--- config.mk ---
export PLATFORM = sky130hd
export DESIGN_NAME = feedback_delay_cal_flat
export DESIGN_NICKNAME = d
export VERILOG_FILES = /design/src/rtl/feedback_delay_cal_if.sv /design/src/rtl/feedback_delay_cal.sv /design/src/flat_wrapper.sv
export SDC_FILE = /design/constraint.sdc
export NUM_CORES = 1
export LEC_CHECK = 0
export ABC_AREA = 1
export CAP_MARGIN = 20
export CORE_MARGIN = 10
export CORE_UTILIZATION = 25
export CTS_CLUSTER_SIZE = 30
export DETAILED_ROUTE_END_ITERATION = 16
export GPL_ROUTABILITY_DRIVEN = 0
export PLACE_DENSITY = 0.53
export SYNTH_ARGS = -nofsm -noshare
export SYNTH_HDL_FRONTEND = slang
export SYNTH_SLANG_ARGS = --single-unit
--- constraint.sdc ---
create_clock -name clk -period 4.55 [get_ports clk]
set_clock_uncertainty 0.1 [all_clocks]
set_input_delay 0.91 -clock clk [delete_from_list [all_inputs] [get_ports clk]]
set_output_delay 0.91 -clock clk [all_outputs]
set_load 0.05 [all_outputs]
--- src/rtl/feedback_delay_cal_if.sv ---
// Control/status and delay-chain signals of the feedback delay calibration block.
// The slave side is the controller; the master side is the config registers plus chain.
interface feedback_delay_cal_if #(
    parameter int TAP_W = 4,
    parameter int CNT_W = 12
);
    logic             start;
    logic [CNT_W-1:0] target;
    logic [CNT_W-1:0] tol;
    logic             ro_in;
    logic             ro_en;
    logic [TAP_W-1:0] tap_sel;
    logic             busy;
    logic             done;
    logic             locked;
    logic             fail;
    logic [CNT_W-1:0] count_out;

    modport master (
        output start, target, tol, ro_in,
        input  ro_en, tap_sel, busy, done, locked, fail, count_out
    );

    modport slave (
        input  start, target, tol, ro_in,
        output ro_en, tap_sel, busy, done, locked, fail, count_out
    );
endinterface

--- src/rtl/feedback_delay_cal.sv ---
// Closed-loop tap calibration for the feedback inverter-chain ring oscillator.
// Define FBCAL_TRACK_EN to keep re-measuring and tracking after a lock.
module feedback_delay_cal #(
    parameter int TAP_W         = 4,
    parameter int TAP_INIT      = 8,
    parameter int CNT_W         = 12,
    parameter int WIN_CYCLES    = 256,
    parameter int SETTLE_CYCLES = 8,
    parameter int MAX_ITER      = 32
) (
    input logic                  clk,
    input logic                  rstn,
    feedback_delay_cal_if.slave  bus
);
    localparam int CYC_MAX = (WIN_CYCLES > SETTLE_CYCLES) ? WIN_CYCLES : SETTLE_CYCLES;
    localparam int CYC_W   = $clog2(CYC_MAX + 1);
    localparam int ITER_W  = $clog2(MAX_ITER + 1);
    localparam logic [TAP_W-1:0] TAP_MAX = '1;

    typedef enum logic [2:0] {
        S_IDLE,
        S_SETTLE,
        S_MEASURE,
        S_COMPARE,
        S_LOCK,
`ifdef FBCAL_TRACK_EN
        S_FAIL,
        S_TRACK
`else
        S_FAIL
`endif
    } state_t;

    state_t           state, state_n;
    logic [CYC_W-1:0] cyc;
    logic [CNT_W-1:0] edge_cnt;
    logic [ITER_W-1:0] iter;
    logic [ITER_W-1:0] iter_nxt;
    logic [TAP_W-1:0] tap_q;
    logic [CNT_W-1:0] tgt_q, tol_q, count_q;
    logic             locked_q, fail_q;
    logic             s1, s2, s3;
    logic             ro_edge;
    logic [CNT_W:0]   win_hi, win_lo, cnt_wide;
    logic             too_fast, too_slow;
    logic             load, tap_inc, tap_dec, set_lock, set_fail;
    logic             track_active;

`ifdef FBCAL_TRACK_EN
    logic track_q;
    assign track_active = track_q;
`else
    assign track_active = 1'b0;
`endif

    assign ro_edge  = s2 & ~s3;
    assign iter_nxt = iter + 1'b1;

    // Tolerance window is evaluated one bit wider so target+tol cannot wrap.
    assign cnt_wide = {1'b0, edge_cnt};
    assign win_hi   = {1'b0, tgt_q} + {1'b0, tol_q};
    assign win_lo   = (tgt_q > tol_q) ? {1'b0, tgt_q - tol_q} : '0;
    assign too_fast = cnt_wide > win_hi;
    assign too_slow = cnt_wide < win_lo;

    always_comb begin
        state_n  = state;
        load     = 1'b0;
        tap_inc  = 1'b0;
        tap_dec  = 1'b0;
        set_lock = 1'b0;
        set_fail = 1'b0;
        case (state)
            S_IDLE: begin
                if (bus.start) begin
                    state_n = S_SETTLE;
                    load    = 1'b1;
                end
            end
            S_SETTLE:  if (cyc == CYC_W'(SETTLE_CYCLES - 1)) state_n = S_MEASURE;
            S_MEASURE: if (cyc == CYC_W'(WIN_CYCLES - 1))    state_n = S_COMPARE;
            S_COMPARE: begin
                if (track_active && !bus.start) begin
                    state_n = S_IDLE;
                end else if (too_fast || too_slow) begin
                    // Too many edges means the chain is too fast: add delay.
                    if ((too_fast && tap_q == TAP_MAX) || (too_slow && tap_q == '0) ||
                        (!track_active && iter_nxt == ITER_W'(MAX_ITER))) begin
                        state_n  = S_FAIL;
                        set_fail = 1'b1;
                    end else begin
                        state_n = S_SETTLE;
                        tap_inc = too_fast;
                        tap_dec = too_slow;
                    end
                end else if (track_active) begin
                    state_n = S_SETTLE;
                end else begin
                    state_n  = S_LOCK;
                    set_lock = 1'b1;
                end
            end
`ifdef FBCAL_TRACK_EN
            S_LOCK:  state_n = S_TRACK;
            S_TRACK: state_n = S_SETTLE;
`else
            S_LOCK:  state_n = S_IDLE;
`endif
            S_FAIL:  state_n = S_IDLE;
            default: state_n = S_IDLE;
        endcase
    end

    always_ff @(posedge clk) begin
        if (!rstn) begin
            state    <= S_IDLE;
            cyc      <= '0;
            edge_cnt <= '0;
            iter     <= '0;
            tap_q    <= TAP_W'(TAP_INIT);
            tgt_q    <= '0;
            tol_q    <= '0;
            count_q  <= '0;
            locked_q <= 1'b0;
            fail_q   <= 1'b0;
            s1       <= 1'b0;
            s2       <= 1'b0;
            s3       <= 1'b0;
`ifdef FBCAL_TRACK_EN
            track_q  <= 1'b0;
`endif
        end else begin
            state <= state_n;
            s1    <= bus.ro_in;
            s2    <= s1;
            s3    <= s2;

            if (state_n != state || state == S_IDLE) cyc <= '0;
            else                                     cyc <= cyc + 1'b1;

            if (state == S_SETTLE && state_n == S_MEASURE)
                edge_cnt <= '0;
            else if (state == S_MEASURE && ro_edge && edge_cnt != '1)
                edge_cnt <= edge_cnt + 1'b1;

            if (load) begin
                tgt_q    <= bus.target;
                tol_q    <= bus.tol;
                tap_q    <= TAP_W'(TAP_INIT);
                iter     <= '0;
                locked_q <= 1'b0;
                fail_q   <= 1'b0;
`ifdef FBCAL_TRACK_EN
                track_q  <= 1'b0;
`endif
            end

            if (state == S_COMPARE) begin
                count_q <= edge_cnt;
                if (!track_active) iter <= iter_nxt;
            end

            if (tap_inc) tap_q <= tap_q + 1'b1;
            if (tap_dec) tap_q <= tap_q - 1'b1;
            if (set_lock) locked_q <= 1'b1;
            if (set_fail) begin
                fail_q   <= 1'b1;
                locked_q <= 1'b0;
            end
`ifdef FBCAL_TRACK_EN
            if (state == S_TRACK) track_q <= 1'b1;
`endif
        end
    end

    always_comb begin
        bus.ro_en     = (state == S_SETTLE) || (state == S_MEASURE) || (state == S_COMPARE);
        bus.busy      = (state != S_IDLE) && (state != S_LOCK) && (state != S_FAIL);
`ifdef FBCAL_TRACK_EN
        if (state == S_TRACK) begin
            bus.ro_en = 1'b1;
        end
`endif
        bus.done      = (state == S_LOCK) || (state == S_FAIL);
        bus.tap_sel   = tap_q;
        bus.locked    = locked_q;
        bus.fail      = fail_q;
        bus.count_out = count_q;
    end
endmodule

--- src/flat_wrapper.sv ---
// flat-port wrapper written by rule: the top's interface ports become plain ports
module feedback_delay_cal_flat 
#(
    parameter int TAP_W         = 4,
    parameter int TAP_INIT      = 8,
    parameter int CNT_W         = 12,
    parameter int WIN_CYCLES    = 256,
    parameter int SETTLE_CYCLES = 8,
    parameter int MAX_ITER      = 32
)
  (clk, rstn, bus_start, bus_target, bus_tol, bus_ro_in, bus_ro_en, bus_tap_sel, bus_busy, bus_done, bus_locked, bus_fail, bus_count_out);
  feedback_delay_cal_if #(.TAP_W(TAP_W), .CNT_W(CNT_W)) bus_i ();
  input logic clk;
  input logic rstn;
  input wire logic [$bits(bus_i.start)-1:0] bus_start;
  input wire logic [$bits(bus_i.target)-1:0] bus_target;
  input wire logic [$bits(bus_i.tol)-1:0] bus_tol;
  input wire logic [$bits(bus_i.ro_in)-1:0] bus_ro_in;
  output wire logic [$bits(bus_i.ro_en)-1:0] bus_ro_en;
  output wire logic [$bits(bus_i.tap_sel)-1:0] bus_tap_sel;
  output wire logic [$bits(bus_i.busy)-1:0] bus_busy;
  output wire logic [$bits(bus_i.done)-1:0] bus_done;
  output wire logic [$bits(bus_i.locked)-1:0] bus_locked;
  output wire logic [$bits(bus_i.fail)-1:0] bus_fail;
  output wire logic [$bits(bus_i.count_out)-1:0] bus_count_out;
  assign bus_i.start = bus_start;
  assign bus_i.target = bus_target;
  assign bus_i.tol = bus_tol;
  assign bus_i.ro_in = bus_ro_in;
  assign bus_ro_en = bus_i.ro_en;
  assign bus_tap_sel = bus_i.tap_sel;
  assign bus_busy = bus_i.busy;
  assign bus_done = bus_i.done;
  assign bus_locked = bus_i.locked;
  assign bus_fail = bus_i.fail;
  assign bus_count_out = bus_i.count_out;
  feedback_delay_cal #(.TAP_W(TAP_W), .TAP_INIT(TAP_INIT), .CNT_W(CNT_W), .WIN_CYCLES(WIN_CYCLES), .SETTLE_CYCLES(SETTLE_CYCLES), .MAX_ITER(MAX_ITER)) u_core (.clk(clk), .rstn(rstn), .bus(bus_i));
endmodule
==> impl_metrics.py, run 1 <==
metrics = {
    "timing": {
        "setup_violations": 0,
        "hold_violations": 0,
        "post-route-min-period_ps": 3971,
        "fin_ws_ps": 578.9,
        "finalCritPeriodShare_pct": 87.28,
        "fin_tns_setup_ps": 0,
        "rsz0062_at_grt": "false",
        "maxSlewViolCount": 0,
        "worst_pin_slew_ps": 660.0,
        "slew_headroom_pct": 55.86,
        "fmax_ghz": 0.2518,
    },
    "setup_path": {
        "crit_type": "reg -> reg",
        "critPathMaxStageDelay_ps": 440,
        "end_kind": "register",
        "rr_worst_depth": 25,
        "r2r-end": "u_core.bus.tap_sel[1]",
        "r2r_setup_slack_ps": 580,
        "cp-start-kind": "register",
        "path_max_fanout": 4,
        "cpMostUsedCell": "nand2_1",
        "reg2reg_from": "u_core.tol_q[1]",
        "critPathSlowestCell": "dfxtp_1",
        "crit_arrival_ps": 4110,
        "required_ps": 4690,
    },
    "logic_synthesis": {
        "synth.cell_area_mm2": 0.004833,
        "synth-edff-count": 0,
        "yosysWarnings": 0,
        "synth.yosys.seq_area_share_pct": 31.06,
        "yosysTopAreaCell": "dfxtp_1",
        "synth-seq-cells": 75,
        "synth_area_leaders": "dfxtp_1 31%, ha_1 14%, nand2_1 9.6%",
        "synth.top_cell.area_share_pct": 31.06,
        "synthesis.nets": 768,
        "async_flop_share_pct": 0,
        "ys.flop_type": "dfxtp_1",
        "syn_avg_cell_area_um2": 7.066,
        "synth_cells": 684,
        "netlist-cell-type-count": 35,
    },
    "pwr": {
        "p_per_area_mw_per_mm2": 326.6,
        "p_leak_nw": 2.605,
        "p_int_mw": 1.341,
        "switchingPower_uw": 592.4,
        "seq_power_share_pct": 36.2,
        "p_clk_share_pct": 40.8,
        "ir_worst_vdd_uv": 155.1,
        "swShare_pct": 30.64,
        "p_comb_share_pct": 23.0,
    },
    "floorplanning": {
        "die_h_um": 159.0,
        "initial_core_util_pct": 25.58,
        "die_w_um": 159.0,
        "core.rowCount": 50,
        "boundaryPins": 49,
        "design.core.area_mm2": 0.01889,
        "die_area_mm2": 0.02530,
    },
    "global_route": {
        "antenna_found_initial": 0,
        "grt_usage_pct": 9.553,
        "gr-total-overflow": 0,
        "first_global_vias": 4142,
        "grt_pass1_wl_um": 20450,
        "grt_max_degree": 43,
    },
    "clocking": {
        "clock_latency_ps": 340,
        "cts_buffer_depth": 2,
        "cts_setup_buffers": 0,
        "cts.reportedPaths.clkPinSlew_ps": 60,
        "cts-root-buf": "clkbuf_16",
        "cts_buffers": 9,
        "cts.sinks": 75,
        "ctsHoldBuffers": 0,
        "htree_levels": 3,
        "tritoncts": "built",
    },
    "drt": {
        "wire_per_inst_um": 12.09,
        "firstDrtPassIters": 6,
        "viasPerCell": 4.314,
        "wl_um": 12000,
        "num_vias": 4279,
        "detail-route-antenna-nets": 0,
        "drt_iter0_markers": 156,
        "drc": 0,
    },
    "placement": {
        "dp.cells": 977,
        "dp_slack_ps": 334.2,
        "dpl.hpwl_um": 9378,
        "portBuffers": 48,
    },
    "cells_and_area": {
        "drive_above_1_share_pct": 6.284,
        "nets": 812,
        "fin_cells": 992,
        "diodes": 0,
        "syn2layout_area_growth_pct": 22.47,
        "num-fill-cells": 2131,
    },
    "hold_path": {
        "hold_class": "reg -> reg",
        "hp-start": "u_core.s1",
        "whs_path_depth": 2,
        "hold_path_end": "u_core.s2",
    },
    "run_status": {
        "status": "completed",
    },
    "job": {
        "cap_violations": 0,
    },
}
## power groups by stage
stage | combinational, mW | sequential (mW) | clock (mW)
3_3_place_gp | 0.444 | 0.714 | 0
3_5_place_dp | 0.447 | 0.714 | 0
4_1_cts | 0.449 | 0.699 | 0.807
2_1_floorplan | 0.326 | 0.715 | 0
5_1_grt | 0.516 | 0.703 | 0.836
6_report | 0.445 | 0.699 | 0.790
## how the worst max path moves through the flow
stage / slack [ps] / to / start
after global placement: 330 / u_core.bus.tap_sel[1] / u_core.tol_q[1]
after detailed placement: 330 / u_core.cyc[6] / u_core.tol_q[1]
after floorplan: 990 / u_core.bus.tap_sel[1] / u_core.tol_q[1]
after global routing: 50 / u_core.bus.tap_sel[1] / u_core.tol_q[1]
final: 580 / u_core.bus.tap_sel[1] / u_core.tol_q[1]
after CTS: 300 / u_core.bus.tap_sel[1] / u_core.tol_q[1]
## timing repair
item | in CTS | in global routing
hold endpoints to repair | 0 | 0
gates resized for setup | 0 | 2
endpoints found under the setup margin | 0 | 16
## synth_stat cells, types with 2 or more instances
library cell and instances:
a211oi_1 5, a21oi_1 68, a31oi_1 2, buf_4 4, clkbuf_1 15, dfxtp_1 75, fa_1 2, ha_1 54
inv_1 93, inv_2 3, nand2_1 123, nand2_2 7, nand3_1 29, nand3b_1 4, nand4_1 6, nor2_1 77
nor2_2 2, nor3_1 12, nor3b_1 3, nor4_1 3, o21ai_0 55, o21bai_1 2, or2_2 5, xnor2_1 4
xor2_1 21
## placed cells by master (no fill, tap or decap), types with 4 or more instances in the layout
master           netlist  routed
buf_4                  4       4
a211oi_1               5       5
a21oi_1               68      68
xnor2_1                4       4
nand2_2                7       7
nand4_1                6       6
nand3_1               29      29
clkbuf_16              0       9
nand2_1              123     123
o21ai_0               55      55
dfxtp_1               75      75
nand3b_1               4       4
xor2_1                21      21
or2_2                  5       5
nor2_1                77      76
clkdlybuf4s50_1        0      48
inv_1                 93      93
ha_1                  54      54
nor3_1                12      12
## metrics by stage
| stage | utilization [%] | area [µm²] | power (mW) | hold WS, ps |
|---|---|---|---|---|
| global placement | 29.56 | 5585 | 1.158 | 295.7 |
| CTS | 31.28 | 5909 | 1.955 | 319.4 |
| floorplan | - | 4833 | 1.040 | 290.5 |
| detailed placement | 29.56 | 5585 | 1.161 | 303.6 |
| finish | 31.33 | 5919 | 1.933 | 316.1 |
| global route | 31.33 | 5919 | 2.055 | 369.2 |
## layout make-up
| cell class | count | area [µm²] | share of cell area [%] |
|---|---|---|---|
| multi-input cells | 494 | 2898 | 48.95 |
| clock buffers | 10 | 239.0 | 4.037 |
| flip-flops and latches | 75 | 1501 | 25.36 |
| well taps | 260 | 325.3 | 5.496 |
| repair buffers | 52 | 510.5 | 8.624 |
| inverters | 96 | 360.3 | 6.088 |
| clock inverters | 5 | 85.08 | 1.437 |
## critical path: cells and delay by family, from the launching register on
kind / cells / cell delay, ps
compound gates: 8 / 1490
buf+inv: 2 / 150
fa+ha+maj: 2 / 570
simple gates: 13 / 1140
flops: 1 / 440
## sequential cells by signal (all words and copies together), names as in the netlist
register and count:
u_core.tgt_q 12, u_core.tol_q 12, u_core.state 3, u_core.s2 1, u_core.cyc 9, u_core.iter 6
u_core.edge_cnt 12, u_core.bus.locked 1, u_core.bus.count_out 12, u_core.s1 1, u_core.s3 1, u_core.bus.fail 1
u_core.bus.tap_sel 4
## kinds of logic after synthesis
group | share of synthesized area (%)
xor+xnor | 4.530
compound gates | 14.81
flops | 31.06
fa+ha+maj | 14.81
simple gates | 25.55
buf+inv | 9.241
## metal layers
| layer | up-vias | track usage, % | part of all wire (%) |
|---|---|---|---|
| met3 | 12 | 2.789 | 3.7 |
| li1 | 2306 | - | - |
| met2 | 53 | 15.29 | 46 |
| met1 | 1908 | 12.17 | 49 |
| met4 | 0 | 2.738 | 1.1 |
| met5 | - | 0 | 0 |
(Power assumes the default switching activity.)
==> run 2, diff against run 1 <==
Settings changed: ABC_AREA 1 to default.
==> impl_metrics.py, run 2 <==
metrics = {
    "job": {
        "cap_violations": 0,
    },
    "global_route": {
        "grt_max_degree": 31,
        "grt_pass1_wl_um": 20730,
        "grt_usage_pct": 10.18,
        "antenna_found_initial": 0,
        "gr-total-overflow": 0,
        "first_global_vias": 4131,
    },
    "timing": {
        "post-route-min-period_ps": 4421,
        "fin_ws_ps": 129.2,
        "fmax_ghz": 0.2262,
        "finalCritPeriodShare_pct": 97.16,
        "slew_headroom_pct": 36.54,
        "hold_violations": 0,
        "rsz0062_at_grt": "true",
        "worst_pin_slew_ps": 951.8,
        "fin_tns_setup_ps": 0,
        "setup_violations": 0,
        "maxSlewViolCount": 0,
    },
    "placement": {
        "portBuffers": 48,
        "place_area_mm2": 0.005693,
        "dpl.hpwl_um": 9703,
        "dp_slack_ps": -36.18,
    },
    "cells_and_area": {
        "nets": 765,
        "syn2layout_area_growth_pct": 28.05,
        "multi_input_area_mm2": 0.003171,
        "register_area_mm2": 0.001508,
        "final_area_mm2": 0.006152,
        "layout_common_cells": "95 x nand2_1, 72 x dfxtp_1, 66 x a21oi_1",
        "num-fill-cells": 2014,
        "diodes": 0,
        "final_common_cell": "nand2_1",
        "drive_above_1_share_pct": 13.85,
    },
    "logic_synthesis": {
        "yosysTopAreaCell": "dfxtp_1",
        "netlist-cell-type-count": 60,
        "ys.flop_type": "dfxtp_1",
        "synth-edff-count": 0,
        "synth.cell_area_mm2": 0.004805,
        "synth_area_leaders": "dfxtp_1 31%, ha_1 14%, nand2_1 7.6%",
        "synth.top_cell.area_share_pct": 31.25,
        "syn_avg_cell_area_um2": 7.838,
        "synth.yosys.seq_area_share_pct": 31.25,
        "synth_cells": 613,
        "post-synth-top-count-cell": "nand2_1",
        "synth-seq-cells": 75,
        "yosysWarnings": 0,
        "async_flop_share_pct": 0,
        "synth_common_cells": "97 x nand2_1, 75 x dfxtp_1, 70 x a21oi_1",
        "synthesis.nets": 697,
    },
    "drt": {
        "wire_per_inst_um": 13.19,
        "detail-route-antenna-nets": 0,
        "num_vias": 4319,
        "firstDrtPassIters": 4,
        "drc": 0,
        "viasPerCell": 4.566,
        "wl_um": 12480,
        "drt_iter0_markers": 175,
    },
    "pwr": {
        "switchingPower_uw": 585.2,
        "power_mw": 1.857,
        "ir_worst_vdd_uv": 182.1,
        "swShare_pct": 31.52,
        "p_clk_share_pct": 36.1,
        "p_comb_share_pct": 26.9,
        "p_int_mw": 1.272,
        "p_leak_nw": 2.444,
        "seq_power_share_pct": 37.0,
        "p_per_area_mw_per_mm2": 301.8,
    },
    "setup_path": {
        "critPathSlowestCell": "or4_4",
        "path_cells": "ha_4 > fa_2 > nor2b_4 > o311a_1 > o41ai_2 > nor2_1 > nor2_1 > o21bai_1 > a21oi_2 > xnor2_1 > ha_1 > nand4_1 > or3_1 > o211ai_1 > a211oi_2 > a31o_2 > or4_4 > nor3b_2 > a211o_1",
        "crit_type": "reg -> reg",
        "required_ps": 4740,
        "path_max_fanout": 3,
        "crit_arrival_ps": 4610,
        "end_kind": "register",
        "critPathMaxStageDelay_ps": 530,
        "cp-start-kind": "register",
        "cpMostUsedCell": "nor2_1",
    },
    "clocking": {
        "cts.reportedPaths.clkPinSlew_ps": 60,
        "htree_levels": 3,
        "cts-root-buf": "clkbuf_16",
        "clock_latency_ps": 340,
        "cts_buffer_depth": 2,
        "tritoncts": "built",
        "cts_buffers": 9,
        "ctsHoldBuffers": 0,
        "cts.sinks": 75,
    },
    "floorplanning": {
        "die_h_um": 158.6,
        "design.core.area_mm2": 0.01883,
        "initial_core_util_pct": 25.51,
        "die_w_um": 158.6,
        "core.rowCount": 50,
        "die_area_mm2": 0.02516,
        "boundaryPins": 49,
    },
    "run_status": {
        "status": "completed",
    },
    "hold_path": {
        "hold_class": "reg -> reg",
    },
}
-- run 2: power groups by stage --
| stage | combinational [mW] | clock (mW) | sequential [mW] |
|---|---|---|---|
| floorplan | 0.304 | 0 | 0.697 |
| global placement | 0.472 | 0 | 0.701 |
| detailed placement | 0.471 | 0 | 0.702 |
| CTS | 0.474 | 0.690 | 0.687 |
| global route | 0.559 | 0.717 | 0.690 |
| finish | 0.499 | 0.670 | 0.687 |
-- run 2: layer usage --
layer	GRT usage [%]	wire length, µm	vias up
met5	0	0	-
met4	3.132	178	0
met3	2.779	544	14
met2	15.43	5380	70
met1	13.71	6378	1979
li1	-	-	2256
-- run 2: path summary, 6_finish.rpt --
kind,start,cells past startpoint,end,slack (ps)
max reg2reg,u_core.tol_q[0],19,u_core.bus.tap_sel[2],130
min,u_core.s1,1,u_core.s2,340
min reg2reg,u_core.s1,1,u_core.s2,340
max,u_core.tol_q[0],19,u_core.bus.tap_sel[2],130
-- run 2: metrics by stage --
stage,hold WS (ps),std cells,utilization [%]
2_1_floorplan,311.9,613,-
3_3_place_gp,326.0,921,30.23
3_5_place_dp,326.3,921,30.23
4_1_cts,341.0,937,31.72
5_1_grt,368.6,946,32.67
6_report,341.1,946,32.67
-- run 2: cell type report --
type	instances	share of cell area (%)
Clock buffer	11	3.783
Timing Repair Buffer	85	12.39
Clock inverter	5	0.6101
Multi-Input combinational cell	479	51.54
Tap cell	260	5.288
Inverter	31	1.891
Sequential cell	75	24.51
-- run 2: critical path: cells and delay by family, from the launching register on --
| kind | cells | cell delay [ps] |
|---|---|---|
| XOR/XNOR | 1 | 80 |
| AND/OR/NAND/NOR | 7 | 1500 |
| flip-flops | 1 | 360 |
| adder cells (fa/ha/maj) | 3 | 820 |
| AO/OA/AOI/OAI | 8 | 1510 |
-- run 2: kinds of logic (layout without fill, tap and decap cells) --
logic type / after synthesis / count (layout) / synth area share (%)
AND/OR/NAND/NOR: 254 / 254 / 25.10
buffers and inverters: 59 / 132 / 5.182
AO/OA/AOI/OAI: 133 / 133 / 16.95
multiplexers: 2 / 2 / 0.4167
flip-flops: 75 / 75 / 31.25
adder cells (fa/ha/maj): 56 / 56 / 14.90
XOR/XNOR: 34 / 34 / 6.198
-- run 2: what timing repair did --
action                     in CTS  in global routing
gates resized for setup         2                 29
pin swaps                       0                 17
setup buffers                   0                  9
setup endpoints to repair       2                  8
==> run 3, diff against run 2 <==
Settings changed: CORE_UTILIZATION 25 to 52, PLACE_DENSITY 0.53 to 0.88.
Clock period 4.55 ns to 3.6 ns, I/O delays scaled along.
==> impl_metrics.py, run 3 (synthesis gave the netlist of run 2 again) <==
metrics = {
    "cells_and_area": {
        "syn2layout_area_growth_pct": 36.33,
        "nets": 814,
        "layout_common_cells": "94 x nand2_1, 78 x buf_4, 71 x dfxtp_1",
        "final_area_mm2": 0.006550,
        "final_common_cell": "nand2_1",
        "diodes": 0,
        "num-fill-cells": 602,
        "drive_above_1_share_pct": 23.81,
    },
    "floorplanning": {
        "initial_core_util_pct": 52.75,
        "design.core.area_mm2": 0.009109,
        "die_area_mm2": 0.01348,
        "core.rowCount": 35,
        "boundaryPins": 49,
        "die_h_um": 116.1,
        "die_w_um": 116.1,
    },
    "global_route": {
        "gr-total-overflow": 0,
        "first_global_vias": 4981,
        "antenna_found_initial": 0,
        "grt_pass1_wl_um": 22490,
        "grt_usage_pct": 20.58,
        "grt_max_degree": 30,
    },
    "clocking": {
        "cts_buffers": 9,
        "clock_latency_ps": 370,
        "cts-root-buf": "clkbuf_8",
        "ctsHoldBuffers": 0,
        "cts.sinks": 75,
        "cts.reportedPaths.clkPinSlew_ps": 100,
        "cts_buffer_depth": 2,
        "htree_levels": 3,
        "tritoncts": "built",
    },
    "setup_path": {
        "end_kind": "register",
        "cp-start-kind": "register",
        "path_max_fanout": 5,
        "critPathLaunch": "u_core.tgt_q[0]",
        "critPathMaxStageDelay_ps": 410,
        "crit_arrival_ps": 4960,
        "cpMostUsedCell": "nor2_1",
        "crit_type": "reg -> reg",
        "reg2reg_from": "u_core.tgt_q[0]",
        "path_cells": "buf_6 > inv_2 > ha_4 > fa_2 > nand2b_4 > a211oi_4 > a211oi_2 > nor2_1 > nor2_1 > nor2_1 > buf_4 > nor4b_4 > nor2_2 > ha_4 > a2111oi_2 > o211ai_1 > o21ai_2 > o21ai_2 > nor2_2 > a21oi_4 > buf_6 > a311o_1 > a21oi_1",
        "required_ps": 3800,
        "critPathSlowestCell": "fa_2",
    },
    "drt": {
        "detail-route-antenna-nets": 0,
        "wire_per_inst_um": 19.23,
        "firstDrtPassIters": 8,
        "viasPerCell": 6.142,
        "wl_um": 16270,
        "drt_iter0_markers": 491,
        "drc": 0,
        "num_vias": 5196,
    },
    "pwr": {
        "p_comb_share_pct": 38.6,
        "power_mw": 2.461,
        "ir_worst_vdd_uv": 228.1,
        "p_int_mw": 1.550,
        "p_per_area_mw_per_mm2": 375.7,
        "p_clk_share_pct": 26.3,
        "swShare_pct": 37.03,
        "switchingPower_uw": 911.4,
        "p_leak_nw": 2.717,
        "seq_power_share_pct": 35.1,
    },
    "timing": {
        "post-route-min-period_ps": 4762,
        "rsz0062_at_grt": "true",
        "fin_ws_ps": -1162,
        "fmax_ghz": 0.2100,
        "hold_violations": 0,
        "finalCritPeriodShare_pct": 132.3,
        "hold_ws_ps": 342.4,
        "maxSlewViolCount": 0,
        "setup_violations": 8,
        "worst_pin_slew_ps": 930.8,
        "slew_headroom_pct": 37.94,
    },
    "placement": {
        "dp_slack_ps": -832.6,
        "place_area_mm2": 0.005906,
        "dpl.hpwl_um": 9811,
        "portBuffers": 48,
    },
    "run_status": {
        "status": "finished, violations left",
        "violations": "negative setup slack",
    },
    "hold_path": {
        "hold_class": "reg -> reg",
        "hp-start": "u_core.s1",
    },
    "job": {
        "cap_violations": 0,
    },
}
[run 3: power groups by stage]
stage | Combinational (mW) | Clock (mW) | Sequential (mW)
6_report | 0.950 | 0.647 | 0.864
5_1_grt | 0.999 | 0.680 | 0.866
4_1_cts | 0.737 | 0.649 | 0.863
3_5_place_dp | 0.685 | 0 | 0.883
3_3_place_gp | 0.651 | 0 | 0.881
2_1_floorplan | 0.400 | 0 | 0.883
[run 3: cell type report]
type                       instances  area (µm²)  area share, %
multi-input combinational        479        3423          52.26
clock buffer                       9       123.9          1.891
clock inverter                     7       72.57          1.108
tap                              111       138.9          2.120
timing repair buffer             134        1156          17.65
inverter                          31       121.4          1.853
sequential                        75        1514          23.11
[run 3: path summary, 6_finish.rpt]
kind,cells past startpoint,slack (ps),end
worst max-delay path,23,-1160,u_core.bus.tap_sel[1]
worst min-delay path,1,340,u_core.s2
worst max register to register,23,-1160,u_core.bus.tap_sel[1]
worst min register to register,1,340,u_core.s2
[run 3: stage by stage]
stage / util [%] / setup TNS [ps] / cells
after floorplan: - / -2022 / 613
after global placement: 64.84 / -4006 / 815
after detailed placement: 64.84 / -5007 / 815
after CTS: 68.54 / -4330 / 838
after global routing: 71.91 / -8515 / 846
final: 71.91 / -7848 / 846
[run 3: metal layers]
metal  part of all wire [%]  GRT usage (%)  vias up
li1                       -              -     2346
met1                     37          21.49     2414
met3                    7.9          5.033      119
met4                    6.7          12.26        0
met2                     48          36.71      317
met5                      0              0        -
[run 3: worst max-delay path, delay by kind of cell, from the launching register on]
kind / cells / cell delay (ps)
simple gates: 7 / 1170
compound gates: 9 / 1820
flops: 1 / 380
fa+ha+maj: 3 / 760
buf+inv: 4 / 460
[run 3: what timing repair did]
action / in CTS / in global routing
buffers inserted: 7 / 10
pin swaps: 9 / 27
resized for setup: 21 / 48
endpoints found under the setup margin: 8 / 8
